### src/rtl/sap1_ctrl_if.sv
// Control-sequencer bundle: mode inputs, opcode and the SAP-1 control word.
interface sap1_ctrl_if #(
   parameter int unsigned OPW = 4
);
   logic           run;
   logic           step;
   logic           soft_clear;
   logic [OPW-1:0] opcode;
   logic           pc_clear;
   logic           pc_inc;
   logic           pc_out;
   logic           mar_load;
   logic           ram_out;
   logic           ir_load;
   logic           ir_out;
   logic           a_load;
   logic           a_out;
   logic           b_load;
   logic           alu_sub;
   logic           alu_out;
   logic           out_load;
   logic [5:0]     t_state;
   logic           instr_done;
   logic           halted;

   // Sequencer side: consumes mode/opcode, drives the control word.
   modport master (
      input  run, step, soft_clear, opcode,
      output pc_clear, pc_inc, pc_out, mar_load, ram_out, ir_load, ir_out,
             a_load, a_out, b_load, alu_sub, alu_out, out_load,
             t_state, instr_done, halted
   );

   // Datapath/front-panel side.
   modport slave (
      output run, step, soft_clear, opcode,
      input  pc_clear, pc_inc, pc_out, mar_load, ram_out, ir_load, ir_out,
             a_load, a_out, b_load, alu_sub, alu_out, out_load,
             t_state, instr_done, halted
   );
endinterface

### src/rtl/sap1_controller_sequencer.sv
// SAP-1 controller/sequencer: T1..T6 ring with fetch in T1-T3 and
// opcode-decoded execute in T4-T6; free-run, step, soft clear and HLT.
module sap1_controller_sequencer #(
   parameter int unsigned    OPW    = 4,
   parameter logic [OPW-1:0] OP_LDA = OPW'(4'h0),
   parameter logic [OPW-1:0] OP_ADD = OPW'(4'h1),
   parameter logic [OPW-1:0] OP_SUB = OPW'(4'h2),
   parameter logic [OPW-1:0] OP_OUT = OPW'(4'hE),
   parameter logic [OPW-1:0] OP_HLT = OPW'(4'hF)
) (
   input  logic        clock,
   input  logic        reset_n,
   sap1_ctrl_if.master bus
);

   localparam int unsigned TW = 6;

   typedef enum logic [2:0] {
      S_IDLE = 3'd0,
      S_T1   = 3'd1,
      S_T2   = 3'd2,
      S_T3   = 3'd3,
      S_T4   = 3'd4,
      S_T5   = 3'd5,
      S_T6   = 3'd6,
      S_HALT = 3'd7
   } state_e;

   state_e state_q;
   state_e state_d;

   logic          is_lda;
   logic          is_alu;
   logic          is_sub;
   logic          is_out;
   logic          is_hlt;

   logic          pc_clear_c;
   logic          pc_inc_c;
   logic          pc_out_c;
   logic          mar_load_c;
   logic          ram_out_c;
   logic          ir_load_c;
   logic          ir_out_c;
   logic          a_load_c;
   logic          a_out_c;
   logic          b_load_c;
   logic          alu_sub_c;
   logic          alu_out_c;
   logic          out_load_c;
   logic [TW-1:0] t_state_c;
   logic          instr_done_c;
   logic          halted_c;

   // Opcode class decode shared by next-state and output logic.
   always_comb begin
      is_lda = (bus.opcode == OP_LDA);
      is_sub = (bus.opcode == OP_SUB);
      is_alu = (bus.opcode == OP_ADD) || is_sub;
      is_out = (bus.opcode == OP_OUT);
      is_hlt = (bus.opcode == OP_HLT);
   end

   // State register; reset aborts any instruction immediately.
   always_ff @(posedge clock or negedge reset_n) begin
      if (!reset_n) begin
         state_q <= S_IDLE;
      end else begin
         state_q <= state_d;
      end
   end

   // Next-state: soft_clear wins, otherwise step the T-ring.
   always_comb begin
      state_d = state_q;
      if (bus.soft_clear) begin
         state_d = S_IDLE;
      end else begin
         case (state_q)
            S_IDLE:  if (bus.run || bus.step) state_d = S_T1;
            S_T1:    state_d = S_T2;
            S_T2:    state_d = S_T3;
            S_T3:    state_d = S_T4;
            S_T4:    state_d = is_hlt ? S_HALT : S_T5;
            S_T5:    state_d = S_T6;
            S_T6:    state_d = bus.run ? S_T1 : S_IDLE;
            S_HALT:  state_d = S_HALT;
            default: state_d = S_IDLE;
         endcase
      end
   end

   // Control word decode from state and opcode.
   always_comb begin
      pc_clear_c   = 1'b0;
      pc_inc_c     = 1'b0;
      pc_out_c     = 1'b0;
      mar_load_c   = 1'b0;
      ram_out_c    = 1'b0;
      ir_load_c    = 1'b0;
      ir_out_c     = 1'b0;
      a_load_c     = 1'b0;
      a_out_c      = 1'b0;
      b_load_c     = 1'b0;
      alu_sub_c    = 1'b0;
      alu_out_c    = 1'b0;
      out_load_c   = 1'b0;
      t_state_c    = '0;
      instr_done_c = 1'b0;
      halted_c     = 1'b0;
      case (state_q)
         S_T1: begin
            t_state_c  = TW'(6'b000001);
            pc_out_c   = 1'b1;
            mar_load_c = 1'b1;
         end
         S_T2: begin
            t_state_c = TW'(6'b000010);
            pc_inc_c  = 1'b1;
         end
         S_T3: begin
            t_state_c = TW'(6'b000100);
            ram_out_c = 1'b1;
            ir_load_c = 1'b1;
         end
         S_T4: begin
            t_state_c = TW'(6'b001000);
            if (is_lda || is_alu) begin
               ir_out_c   = 1'b1;
               mar_load_c = 1'b1;
            end else if (is_out) begin
               a_out_c    = 1'b1;
               out_load_c = 1'b1;
            end
         end
         S_T5: begin
            t_state_c = TW'(6'b010000);
            if (is_lda) begin
               ram_out_c = 1'b1;
               a_load_c  = 1'b1;
            end else if (is_alu) begin
               ram_out_c = 1'b1;
               b_load_c  = 1'b1;
            end
         end
         S_T6: begin
            t_state_c    = TW'(6'b100000);
            instr_done_c = 1'b1;
            if (is_alu) begin
               alu_out_c = 1'b1;
               a_load_c  = 1'b1;
               alu_sub_c = is_sub;
            end
         end
         S_HALT:  halted_c = 1'b1;
         default: ;
      endcase
      // Soft clear suppresses the whole control word except the PC clear.
      if (bus.soft_clear) begin
         pc_clear_c   = reset_n;
         pc_inc_c     = 1'b0;
         pc_out_c     = 1'b0;
         mar_load_c   = 1'b0;
         ram_out_c    = 1'b0;
         ir_load_c    = 1'b0;
         ir_out_c     = 1'b0;
         a_load_c     = 1'b0;
         a_out_c      = 1'b0;
         b_load_c     = 1'b0;
         alu_sub_c    = 1'b0;
         alu_out_c    = 1'b0;
         out_load_c   = 1'b0;
         instr_done_c = 1'b0;
      end
   end

   assign bus.pc_clear   = pc_clear_c;
   assign bus.pc_inc     = pc_inc_c;
   assign bus.pc_out     = pc_out_c;
   assign bus.mar_load   = mar_load_c;
   assign bus.ram_out    = ram_out_c;
   assign bus.ir_load    = ir_load_c;
   assign bus.ir_out     = ir_out_c;
   assign bus.a_load     = a_load_c;
   assign bus.a_out      = a_out_c;
   assign bus.b_load     = b_load_c;
   assign bus.alu_sub    = alu_sub_c;
   assign bus.alu_out    = alu_out_c;
   assign bus.out_load   = out_load_c;
   assign bus.t_state    = t_state_c;
   assign bus.instr_done = instr_done_c;
   assign bus.halted     = halted_c;

endmodule

### src/flat_wrapper.sv
// flat-port wrapper written by rule: the top's interface ports become plain ports
module sap1_controller_sequencer_flat 
#(
   parameter int unsigned    OPW    = 4,
   parameter logic [OPW-1:0] OP_LDA = OPW'(4'h0),
   parameter logic [OPW-1:0] OP_ADD = OPW'(4'h1),
   parameter logic [OPW-1:0] OP_SUB = OPW'(4'h2),
   parameter logic [OPW-1:0] OP_OUT = OPW'(4'hE),
   parameter logic [OPW-1:0] OP_HLT = OPW'(4'hF)
)
  (clock, reset_n, bus_run, bus_step, bus_soft_clear, bus_opcode, bus_pc_clear, bus_pc_inc, bus_pc_out, bus_mar_load, bus_ram_out, bus_ir_load, bus_ir_out, bus_a_load, bus_a_out, bus_b_load, bus_alu_sub, bus_alu_out, bus_out_load, bus_t_state, bus_instr_done, bus_halted);
  sap1_ctrl_if #(.OPW(OPW)) bus_i ();
  input  logic clock;
  input  logic reset_n;
  input wire logic [$bits(bus_i.run)-1:0] bus_run;
  input wire logic [$bits(bus_i.step)-1:0] bus_step;
  input wire logic [$bits(bus_i.soft_clear)-1:0] bus_soft_clear;
  input wire logic [$bits(bus_i.opcode)-1:0] bus_opcode;
  output wire logic [$bits(bus_i.pc_clear)-1:0] bus_pc_clear;
  output wire logic [$bits(bus_i.pc_inc)-1:0] bus_pc_inc;
  output wire logic [$bits(bus_i.pc_out)-1:0] bus_pc_out;
  output wire logic [$bits(bus_i.mar_load)-1:0] bus_mar_load;
  output wire logic [$bits(bus_i.ram_out)-1:0] bus_ram_out;
  output wire logic [$bits(bus_i.ir_load)-1:0] bus_ir_load;
  output wire logic [$bits(bus_i.ir_out)-1:0] bus_ir_out;
  output wire logic [$bits(bus_i.a_load)-1:0] bus_a_load;
  output wire logic [$bits(bus_i.a_out)-1:0] bus_a_out;
  output wire logic [$bits(bus_i.b_load)-1:0] bus_b_load;
  output wire logic [$bits(bus_i.alu_sub)-1:0] bus_alu_sub;
  output wire logic [$bits(bus_i.alu_out)-1:0] bus_alu_out;
  output wire logic [$bits(bus_i.out_load)-1:0] bus_out_load;
  output wire logic [$bits(bus_i.t_state)-1:0] bus_t_state;
  output wire logic [$bits(bus_i.instr_done)-1:0] bus_instr_done;
  output wire logic [$bits(bus_i.halted)-1:0] bus_halted;
  assign bus_i.run = bus_run;
  assign bus_i.step = bus_step;
  assign bus_i.soft_clear = bus_soft_clear;
  assign bus_i.opcode = bus_opcode;
  assign bus_pc_clear = bus_i.pc_clear;
  assign bus_pc_inc = bus_i.pc_inc;
  assign bus_pc_out = bus_i.pc_out;
  assign bus_mar_load = bus_i.mar_load;
  assign bus_ram_out = bus_i.ram_out;
  assign bus_ir_load = bus_i.ir_load;
  assign bus_ir_out = bus_i.ir_out;
  assign bus_a_load = bus_i.a_load;
  assign bus_a_out = bus_i.a_out;
  assign bus_b_load = bus_i.b_load;
  assign bus_alu_sub = bus_i.alu_sub;
  assign bus_alu_out = bus_i.alu_out;
  assign bus_out_load = bus_i.out_load;
  assign bus_t_state = bus_i.t_state;
  assign bus_instr_done = bus_i.instr_done;
  assign bus_halted = bus_i.halted;
  sap1_controller_sequencer #(.OPW(OPW), .OP_LDA(OP_LDA), .OP_ADD(OP_ADD), .OP_SUB(OP_SUB), .OP_OUT(OP_OUT), .OP_HLT(OP_HLT)) u_core (.clock(clock), .reset_n(reset_n), .bus(bus_i));
endmodule
### config.mk
export PLATFORM = sky130hd
export DESIGN_NAME = sap1_controller_sequencer_flat
export DESIGN_NICKNAME = d
export VERILOG_FILES = /design/src/rtl/sap1_ctrl_if.sv /design/src/rtl/sap1_controller_sequencer.sv /design/src/flat_wrapper.sv
export SDC_FILE = /design/constraint.sdc
export NUM_CORES = 1
export LEC_CHECK = 0
export ABC_AREA = 0
export CORE_AREA = 2 2 39 41
export CTS_CLUSTER_SIZE = 10
export DETAILED_ROUTE_END_ITERATION = 10
export DIE_AREA = 0 0 41 43
export GPL_TIMING_DRIVEN = 1
export PLACE_DENSITY = 0.74
export SYNTH_ARGS = -nofsm -noshare
export SYNTH_HDL_FRONTEND = slang
export SYNTH_SLANG_ARGS = --single-unit
### constraint.sdc
create_clock -name clock -period 1.81 [get_ports clock]
set_input_delay 0.2715 -clock clock [delete_from_list [all_inputs] [get_ports clock]]
set_output_delay 0.2715 -clock clock [all_outputs]
set_load 0.01 [all_outputs]
==> out/metrics.cfg <==
[clock_tree]
cts_buffer_depth = 2
clkTransAtPathRegs_ps = 40
cts_buffers = 3
clkLatencyLatePin_ps = 240
cts_tree = built
htreeDepth = 1
root_buffer = clkbuf_4
postCtsHoldBufs = 0
clock-sinks = 3

[power_and_ir_drop]
p_per_area_mw_per_mm2 = 494
p_sw_share_pct = 34.5
intPower_w = 0.000260
seqPwrFrac_pct = 20.6
power.switching_w = 0.000137
vdd_drop_max_v = 0.000332
comb_power_share_pct = 49.1
cellLeakagePower_nw = 0.414
clkPwrFrac_pct = 30.3

[setup_path]
path_class = register to output port
crit_chain = nand2b_4 > or4_4 > nor3b_2 > buf_2
cp.required_ps = 1540
worstSetupStartpointType = register
crit_slowest_cell = or4_4
critPathArrivalTime_ps = 1550
critPathCaptureType = output port
worstPathMaxFanout = 2
crit_path_max_incr_delay_ps = 490

[status]
violations = negative setup slack
status = finished with violations

[timing]
fin_worst_skew_ps = 4.87
final_max_slew_viol_count = 0
setup_viol = 1
max_freq_mhz = 548
rsz0062_at_grt = yes
finalHoldViolCount = 0
max_slew.worst_pin.slew_ps = 272
period_needed_ps = 1830
max_slew_margin_pct = 81.6
fin_crit_sh_pct = 101
finalWorstSetupSlack_ps = -15.1

[die]
dieArea_mm2 = 0.00176
die_w_um = 41
io_pins = 30
std_cell_rows = 14
core_mm2 = 0.00138
floorplan.initialDensity_pct = 30.5
die_h_um = 43

[grt]
grtUsageTotal_pct = 18.4
grt_pass1_vias = 516
antenna_found_initial = 0
overflow = 0
grt_max_degree = 13
grt_pass1_wl_mm = 2.21

[cells_and_area]
reg.largest.list = u_core.state_q x3
fillers = 136
multi_input_area_um2 = 315
drive_gt1_share_pct = 35.4
nNetsFinal = 109
diodes = 0
area_growth_pct = 90.5
final-seq-area_um2 = 75.1
largest_reg_flops = 3
postLayoutCellArea_um2 = 803
regMostFlops = u_core.state_q

[yosys]
avgSynthCellArea_um2 = 7.53
ys.flop_type = dfrtp_1
synth_top_family_by_area = simple AND/OR/NAND/NOR gates
synth.area.mux_share_pct = 0
syn_nets = 65
synth_edf_count = 0
synth_xor_area_share_pct = 2.08
syn_area_um2 = 422
ys_types = 32
syn_inst = 56
ys_warn_count = 0
ys_ff_latch = 3
synthAdderAreaFrac_pct = 0
async_flop_share_pct = 100
synthSimpleGateAreaFrac_pct = 53.7
ys_seq_area_share_pct = 17.8
synth-compound-area-share_pct = 13.9

[detailed_routing]
drc = 0
met1_length_um = 602
routed_via_density = 4.93
num_vias = 567
drt_pass1_iterations = 4
dr_wl_met2_um = 721
drt-wirelength-per-cell_um = 12.5
routed.top_layer = met4
drtAntennaViolNets = 0
wl_mm = 1.44
wl_met3_um = 95
initialDrtViolationCount = 7

[placement]
place_hpwl_mm = 1.11
gp_congestion = 0.759
dp_slack_ps = -486
portBuffers = 29
place_area_um2 = 796

[hold_path]
hold_path.class = input pin to async pin

[flow_run]
cap_violations = 0

-- power by group through the flow --
stage | logic, W | clock network [W] | registers (W)
floorplan | 0.0000986 | 0 | 0.0000799
global placement | 0.000196 | 0 | 0.0000817
detailed placement | 0.000200 | 0 | 0.0000825
CTS | 0.000189 | 0.000125 | 0.0000809
global route | 0.000211 | 0.000132 | 0.0000817
finish | 0.000195 | 0.000120 | 0.0000818
-- critical path, delay by kind of cell, from the launching register on --
kind / cells / cell delay (ps)
buffers and inverters: 1 / 150
DFF: 1 / 380
and+or+nand+nor: 3 / 800
-- kinds of logic (layout without fill, tap and decap cells) --
logic type | count (synthesis) | after routing
buffers and inverters | 8 | 51
AOI/OAI and AO/OA | 8 | 8
and+or+nand+nor | 36 | 36
DFF | 3 | 3
xor gates and xnor gates | 1 | 1
-- final timing paths --
path	start	to	slack, ps	depth (start not counted)
worst max-delay path	u_core.state_q[0]	bus_alu_sub	-20	4
worst min-delay path	reset_n	u_core.state_q[2]	310	2
worst max register to register	u_core.state_q[2]	u_core.state_q[1]	490	5
worst min register to register	u_core.state_q[0]	u_core.state_q[0]	810	3
max in group asynchronous	reset_n	u_core.state_q[1]	1400	2
min in group clock	bus_soft_clear	u_core.state_q[2]	490	3
-- metal layers --
metal,vias to the layer above,GRT usage [%]
met1,262,23.0
met4,0,8.00
met5,-,0
met3,2,1.57
met2,23,30.3
li1,280,-
-- Yosys cell counts (2+ instances only) --
library cell	count	area [µm²]
nor2b_1	3	18.8
nor3_1	5	25.0
nand2_1	2	7.51
buf_6	2	22.5
a21oi_1	2	10.0
buf_4	2	15.0
inv_1	2	7.51
nand2b_4	2	27.5
nor2_1	9	33.8
nand2b_1	2	12.5
a211oi_1	2	15.0
dfrtp_1	3	75.1
-- cell type report --
| class | instances | share of cell area [%] |
|---|---|---|
| clock buffer | 4 | 3.27 |
| inverter | 3 | 1.40 |
| multi-input combinational | 45 | 39.3 |
| sequential | 3 | 9.35 |
| tap | 16 | 2.49 |
| timing repair buffer | 44 | 44.2 |
-- metrics by stage --
step           total power [W]  utilization (%)  TNS, ps  instances  hold slack, ps
3_3_place_gp          0.000278             57.5    -3940        110             553
3_5_place_dp          0.000282             57.5    -4100        110             563
2_1_floorplan         0.000179                -        0         56           -24.1
6_report              0.000397             58.0    -15.1        115             313
5_1_grt               0.000424             58.0    -54.0        115             350
4_1_cts               0.000395             57.8    -36.6        115             314
-- repair_timing --
item	CTS	global route
pin swaps	2	2
endpoints found under the setup margin	21	6
setup buffers	1	0
resized for setup	45	6
-- cells in the final DEF (no fill, tap or decap), drive strengths merged, types with 2 or more instances in the layout --
cell type       n
a211oi          2
nor3            5
clkbuf          6
inv             3
a21oi           2
nor3b           2
nor2            9
nand2           2
or2             2
buf            19
nand2b          4
clkdlybuf4s50   4
nor2b           3
dlygate4sd2    17
dfrtp           3
No activity file was read; power rests on OpenSTA's default activity.
